### src/rtl/uart_pkg.sv
// rtl/uart_pkg.sv - shared UART definitions (frame states, legal limits, line levels) for TX and RX
package uart_pkg;

    typedef enum logic [2:0] {
        ST_IDLE   = 3'd0,
        ST_START  = 3'd1,
        ST_DATA   = 3'd2,
        ST_PARITY = 3'd3,
        ST_STOP   = 3'd4
    } uart_state_e;

    localparam int DATA_WIDTH_MIN = 5;
    localparam int DATA_WIDTH_MAX = 9;
    localparam int STOP_BITS_MIN  = 1;
    localparam int STOP_BITS_MAX  = 2;

    localparam logic IDLE_LEVEL = 1'b1;

endpackage

### src/rtl/uart_parity_gen.sv
// rtl/uart_parity_gen.sv - combinational even/odd parity bit over a data word
module uart_parity_gen #(
    parameter int DATA_WIDTH = 8
) (
    input  logic [DATA_WIDTH-1:0] data_i,
    input  logic                  odd_i,
    output logic                  parity_o
);

    always_comb begin
        parity_o = (^data_i) ^ odd_i;
    end

endmodule

### src/rtl/uart_tx_frame_ser.sv
// rtl/uart_tx_frame_ser.sv - UART TX frame FSM + serializer; optional parity bit under UART_TX_PARITY_EN
module uart_tx_frame_ser
    import uart_pkg::*;
#(
    parameter int DATA_WIDTH = 8,
    parameter int STOP_BITS  = 1
) (
    input  logic                            clk,
    input  logic                            rst,
    input  logic                            tick,
    input  logic [DATA_WIDTH-1:0]           s_data,
    input  logic                            s_valid,
    output logic                            s_ready,
    input  logic                            par_odd,
    output logic                            tx,
    output logic                            busy,
    output logic [$clog2(DATA_WIDTH+1)-1:0] bit_cnt
);

    localparam int              CW        = $clog2(DATA_WIDTH + 1);
    localparam logic [CW-1:0]   CNT_LAST  = CW'(DATA_WIDTH);
    localparam logic            STOP_LAST = 1'(STOP_BITS - 1);

    if (DATA_WIDTH < DATA_WIDTH_MIN || DATA_WIDTH > DATA_WIDTH_MAX ||
        STOP_BITS < STOP_BITS_MIN || STOP_BITS > STOP_BITS_MAX) begin : g_cfg_check
        $error("uart_tx_frame_ser: DATA_WIDTH or STOP_BITS out of range");
    end

    uart_state_e           state_q, state_d;
    logic                  tx_q, tx_d;
    logic                  busy_q, busy_d;
    logic [CW-1:0]         cnt_q, cnt_d;
    logic [DATA_WIDTH-1:0] shift_q, shift_d;
    logic                  stop_q, stop_d;
    logic                  last_stop;
    logic                  accept;

`ifdef UART_TX_PARITY_EN
    logic par_q, par_d, par_new;

    // Parity is taken from the accepted word, never from the draining shift register.
    uart_parity_gen #(
        .DATA_WIDTH(DATA_WIDTH)
    ) u_parity_gen (
        .data_i  (s_data),
        .odd_i   (par_odd),
        .parity_o(par_new)
    );
`else
    logic unused_par_odd;
    assign unused_par_odd = par_odd;
`endif

    assign last_stop = (state_q == ST_STOP) && (stop_q == STOP_LAST);
    assign s_ready   = tick && ((state_q == ST_IDLE) || last_stop);
    assign accept    = s_valid && s_ready;

    always_ff @(posedge clk or negedge rst) begin
        if (!rst) begin
            state_q <= ST_IDLE;
            tx_q    <= IDLE_LEVEL;
            busy_q  <= 1'b0;
            cnt_q   <= '0;
            shift_q <= '0;
            stop_q  <= 1'b0;
`ifdef UART_TX_PARITY_EN
            par_q   <= 1'b0;
`endif
        end else begin
            state_q <= state_d;
            tx_q    <= tx_d;
            busy_q  <= busy_d;
            cnt_q   <= cnt_d;
            shift_q <= shift_d;
            stop_q  <= stop_d;
`ifdef UART_TX_PARITY_EN
            par_q   <= par_d;
`endif
        end
    end

    // Accept is only possible in IDLE or on the last stop bit, so it always restarts a frame.
    always_comb begin
        state_d = state_q;
        if (accept) begin
            state_d = ST_START;
        end else if (tick) begin
            case (state_q)
                ST_START: state_d = ST_DATA;
                ST_DATA: begin
                    if (cnt_q == CNT_LAST) begin
`ifdef UART_TX_PARITY_EN
                        state_d = ST_PARITY;
`else
                        state_d = ST_STOP;
`endif
                    end
                end
`ifdef UART_TX_PARITY_EN
                ST_PARITY: state_d = ST_STOP;
`endif
                ST_STOP: begin
                    if (last_stop) begin
                        state_d = ST_IDLE;
                    end
                end
                ST_IDLE: state_d = ST_IDLE;
                default: state_d = ST_IDLE;
            endcase
        end
    end

    always_comb begin
        tx_d    = tx_q;
        busy_d  = busy_q;
        cnt_d   = cnt_q;
        shift_d = shift_q;
        stop_d  = stop_q;
`ifdef UART_TX_PARITY_EN
        par_d   = par_q;
`endif
        if (accept) begin
            shift_d = s_data;
            cnt_d   = '0;
            busy_d  = 1'b1;
            tx_d    = ~IDLE_LEVEL;
            stop_d  = 1'b0;
`ifdef UART_TX_PARITY_EN
            par_d   = par_new;
`endif
        end else if (tick) begin
            case (state_q)
                ST_START: begin
                    tx_d    = shift_q[0];
                    shift_d = shift_q >> 1;
                    cnt_d   = CW'(1);
                end
                ST_DATA: begin
                    if (cnt_q != CNT_LAST) begin
                        tx_d    = shift_q[0];
                        shift_d = shift_q >> 1;
                        cnt_d   = cnt_q + CW'(1);
                    end else begin
`ifdef UART_TX_PARITY_EN
                        tx_d   = par_q;
`else
                        tx_d   = IDLE_LEVEL;
`endif
                        stop_d = 1'b0;
                    end
                end
`ifdef UART_TX_PARITY_EN
                ST_PARITY: begin
                    tx_d   = IDLE_LEVEL;
                    stop_d = 1'b0;
                end
`endif
                ST_STOP: begin
                    if (last_stop) begin
                        tx_d   = IDLE_LEVEL;
                        busy_d = 1'b0;
                        cnt_d  = '0;
                    end else begin
                        stop_d = stop_q + 1'b1;
                    end
                end
                default: begin
                    tx_d = IDLE_LEVEL;
                end
            endcase
        end
    end

    always_comb begin
        tx      = tx_q;
        busy    = busy_q;
        bit_cnt = cnt_q;
    end

endmodule
### config.mk
export PLATFORM = sky130hd
export DESIGN_NAME = uart_tx_frame_ser
export DESIGN_NICKNAME = d
export VERILOG_FILES = /design/src/rtl/uart_pkg.sv /design/src/rtl/uart_parity_gen.sv /design/src/rtl/uart_tx_frame_ser.sv
export SDC_FILE = /design/constraint.sdc
export NUM_CORES = 1
export LEC_CHECK = 0
export CORE_MARGIN = 10
export CORE_UTILIZATION = 54
export CTS_CLUSTER_SIZE = 25
export DETAILED_ROUTE_END_ITERATION = 10
export DONT_BUFFER_PORTS = 1
export MAX_ROUTING_LAYER = met4
export PLACE_DENSITY = 0.69
export SYNTH_ARGS = -nofsm -noshare
export SYNTH_HDL_FRONTEND = slang
export SYNTH_SLANG_ARGS = --single-unit
### constraint.sdc
create_clock -name clk -period 1.9 [get_ports clk]
set_input_delay 0.38 -clock clk [delete_from_list [all_inputs] [get_ports clk]]
set_output_delay 0.38 -clock clk [all_outputs]
set_load 0.02 [all_outputs]
==> impl_metrics.env <==
export IMPL_synth_ff_type="dfrtp_1"
export IMPL_dpl_cell_area_um2=1090
export IMPL_top_layer="met4"
export IMPL_grt_remaining_overflow=0
export IMPL_fin_tns_setup_ns=0
export IMPL_start_util_pct=55.73
export IMPL_grt_pass1_vias=741
export IMPL_worst_skew_pair_late_latency_ns=0.29
export IMPL_outcome="completed"
export IMPL_end_kind="register"
export IMPL_vias_per_cell=5.661
export IMPL_total_power_mw=1.893
export IMPL_post_route_period_util_pct=93.10
export IMPL_post_cts_buffers=0
export IMPL_start_kind="register"
export IMPL_synth_top_cell_by_area="dfrtp_1"
export IMPL_finalCriticalPeriod_ns=1.769
export IMPL_grt_max_degree=19
export IMPL_numCtsBuffers=3
export IMPL_cp_max_fo=8
export IMPL_critPathRequiredTime_ns=2.09
export IMPL_drtIter0Drc=22
export IMPL_wl_met3_um=91
export IMPL_drive_gt1_share_pct=30.93
export IMPL_syn_nets=108
export IMPL_clock_sinks=18
export IMPL_ir_drop_v=0.0008651
export IMPL_synthCells=93
export IMPL_ant_nets=0
export IMPL_leakagePower_nw=0.5218
export IMPL_seq_area_frac_synth_pct=41.73
export IMPL_slew_viol_final=0
export IMPL_core_um2=1942
export IMPL_num_vias=702
export IMPL_synth_avg_cell_area_um2=11.64
export IMPL_routedWlPerCell_um=15.97
export IMPL_die_h_um=64.77
export IMPL_synth_area_um2=1082
export IMPL_cts_clk_slew_worst_paths_ns=0.11
export IMPL_io_buffers=0
export IMPL_root_buffer="clkbuf_4"
export IMPL_dieArea_um2=4195
export IMPL_ios=20
export IMPL_die_w_um=64.77
export IMPL_arrival_ns=1.96
export IMPL_synth_area_top_cells="dfrtp_1 (39%), mux2_4 (9.7%), mux2_2 (7.3%)"
export IMPL_antenna_cells=0
export IMPL_drv_cap=0
export IMPL_dp_cells=119
export IMPL_tightest_slew_ns=0.7967
export IMPL_synth_edff_count=0
export IMPL_hp_class="primary input to register"
export IMPL_hpwl_um=1509
export IMPL_area_growth_pct=5.318
export IMPL_crit_start="state_q[0]$_DFFE_PN0P_"
export IMPL_remaining_drc_errors=0
export IMPL_slew_headroom_pct=46.71
export IMPL_gp_congestion=0.7883
export IMPL_rows=16
export IMPL_ys_async_sr_fraction_pct=100.0
export IMPL_antenna_found_initial=0
export IMPL_setup_viol=0
export IMPL_fmax_mhz=565.3
export IMPL_min_delay_start="tick"
export IMPL_yosysWarnings=0
export IMPL_synth_top_area_share_pct=39.31
export IMPL_grt_pass1_wl_um=3525
export IMPL_r2r_start="state_q[0]$_DFFE_PN0P_"
export IMPL_final_util_pct=58.70
export IMPL_yosysMostFrequentCell="dfrtp_1"
export IMPL_final_cells=124
export IMPL_p_per_area_nw_per_um2=1661
export IMPL_wl_met1_um=852
export IMPL_track_usage_pct=10.58
export IMPL_ys_types=37
export IMPL_design_area_um2=1140
export IMPL_route_met2_wl_um=1022
export IMPL_wirelength_um=1980
export IMPL_rsz0062_at_grt="no"
export IMPL_skew_ns=0.001892
export IMPL_ys_seq_elements=18
export IMPL_cts_max_level=1
export IMPL_layout_nets=113
export IMPL_synth_commonest_cells="dfrtp_1 (17), mux2_2 (7), mux2_4 (7)"
export IMPL_worstSetupPathType="register to register"
export IMPL_cts_tree="built"
export IMPL_finalHoldViolCount=0
export IMPL_first_pass_iters=3
export IMPL_clk_path_buf_depth=2
==> logic make-up after synthesis <==
family | Yosys count | share of synthesized area, %
buffers and inverters | 11 | 7.283
flip-flops | 18 | 41.73
multiplexers | 16 | 18.84
adder cells (fa/ha/maj) | 2 | 2.312
XOR/XNOR | 1 | 0.8094
AO/OA/AOI/OAI | 22 | 13.29
AND/OR/NAND/NOR | 23 | 15.72
==> report_power, final <==
group | internal [mW] | leakage [nW] | switching (mW) | total (mW)
sequential | 0.553 | 0.223 | 0.188 | 0.741
combinational | 0.493 | 0.278 | 0.418 | 0.910
clock | 0.117 | 0.0210 | 0.125 | 0.242
total | 1.16 | 0.522 | 0.731 | 1.89
==> through the flow <==
stage / setup WS, ns / hold slack (ns)
final: 0.1312 / 0.1613
after global routing: 0.004734 / 0.1444
after floorplan: 0.1407 / 0.08441
after detailed placement: 0.1396 / 0.08486
after CTS: 0.07401 / 0.1608
after global placement: 0.1510 / 0.08499
==> path summary, 6_finish.rpt <==
path	end	slack (ns)	cells past startpoint
worst max-delay path	shift_q[3]$_DFFE_PN0P_	0.13	5
worst min-delay path	stop_q$_DFFE_PN0P_	0.16	1
worst max register to register	shift_q[3]$_DFFE_PN0P_	0.13	5
worst min register to register	shift_q[2]$_DFFE_PN0P_	0.52	1
max in group asynchronous	state_q[2]$_DFFE_PN0P_	0.80	1
min in group asynchronous	shift_q[2]$_DFFE_PN0P_	0.61	1
==> cell usage in the layout, fill, tap and decap left out, drive strengths merged, types with 2 or more instances in the layout <==
| cell type | Yosys | final |
|---|---|---|
| dfrtp | 17 | 17 |
| mux2 | 14 | 14 |
| inv | 6 | 6 |
| nand2 | 5 | 5 |
| o21ai | 5 | 5 |
| buf | 5 | 4 |
| nand3 | 4 | 4 |
| a21oi | 4 | 4 |
| clkbuf | 0 | 4 |
| o22ai | 3 | 3 |
| nor3 | 3 | 3 |
| nor3b | 2 | 2 |
| o21a | 2 | 2 |
| o211ai | 2 | 2 |
| mux2i | 2 | 2 |
| ha | 2 | 2 |
| and3 | 2 | 2 |
==> per-layer routing <==
metal | track usage [%] | up-vias
met1 | 12.29 | 346
met4 | 3.209 | 0
met3 | 3.265 | 2
met2 | 17.12 | 8
met5 | - | -
li1 | - | 346
==> cell type report <==
cell class | count | area [um^2]
clock buffers | 4 | 36.28
well taps | 27 | 33.78
repair buffers | 5 | 40.04
inverters | 6 | 22.52
multi-input cells | 64 | 555.5
flip-flops and latches | 18 | 451.7
fillers | 176 | 802.0
==> critical path, cell delays in order (launching register included) <==
cell	delay, ns
dfrtp_1	0.51
nor3b_4	0.29
and3_4	0.24
o211a_1	0.13
buf_4	0.18
mux2_4	0.31
==> registers in the layout, indices dropped and copies added (netlist names) <==
signal and flops:
shift_q 8, bit_cnt 4, state_q 3, busy 1
stop_q 1, tx 1
==> timing repair <==
item                                   CTS  global route
endpoints found under the hold margin   18             0
setup endpoints to repair                0             1
hold buffers                             1             0
resized for setup                        0             1
No activity file was read; power rests on OpenSTA's default activity.
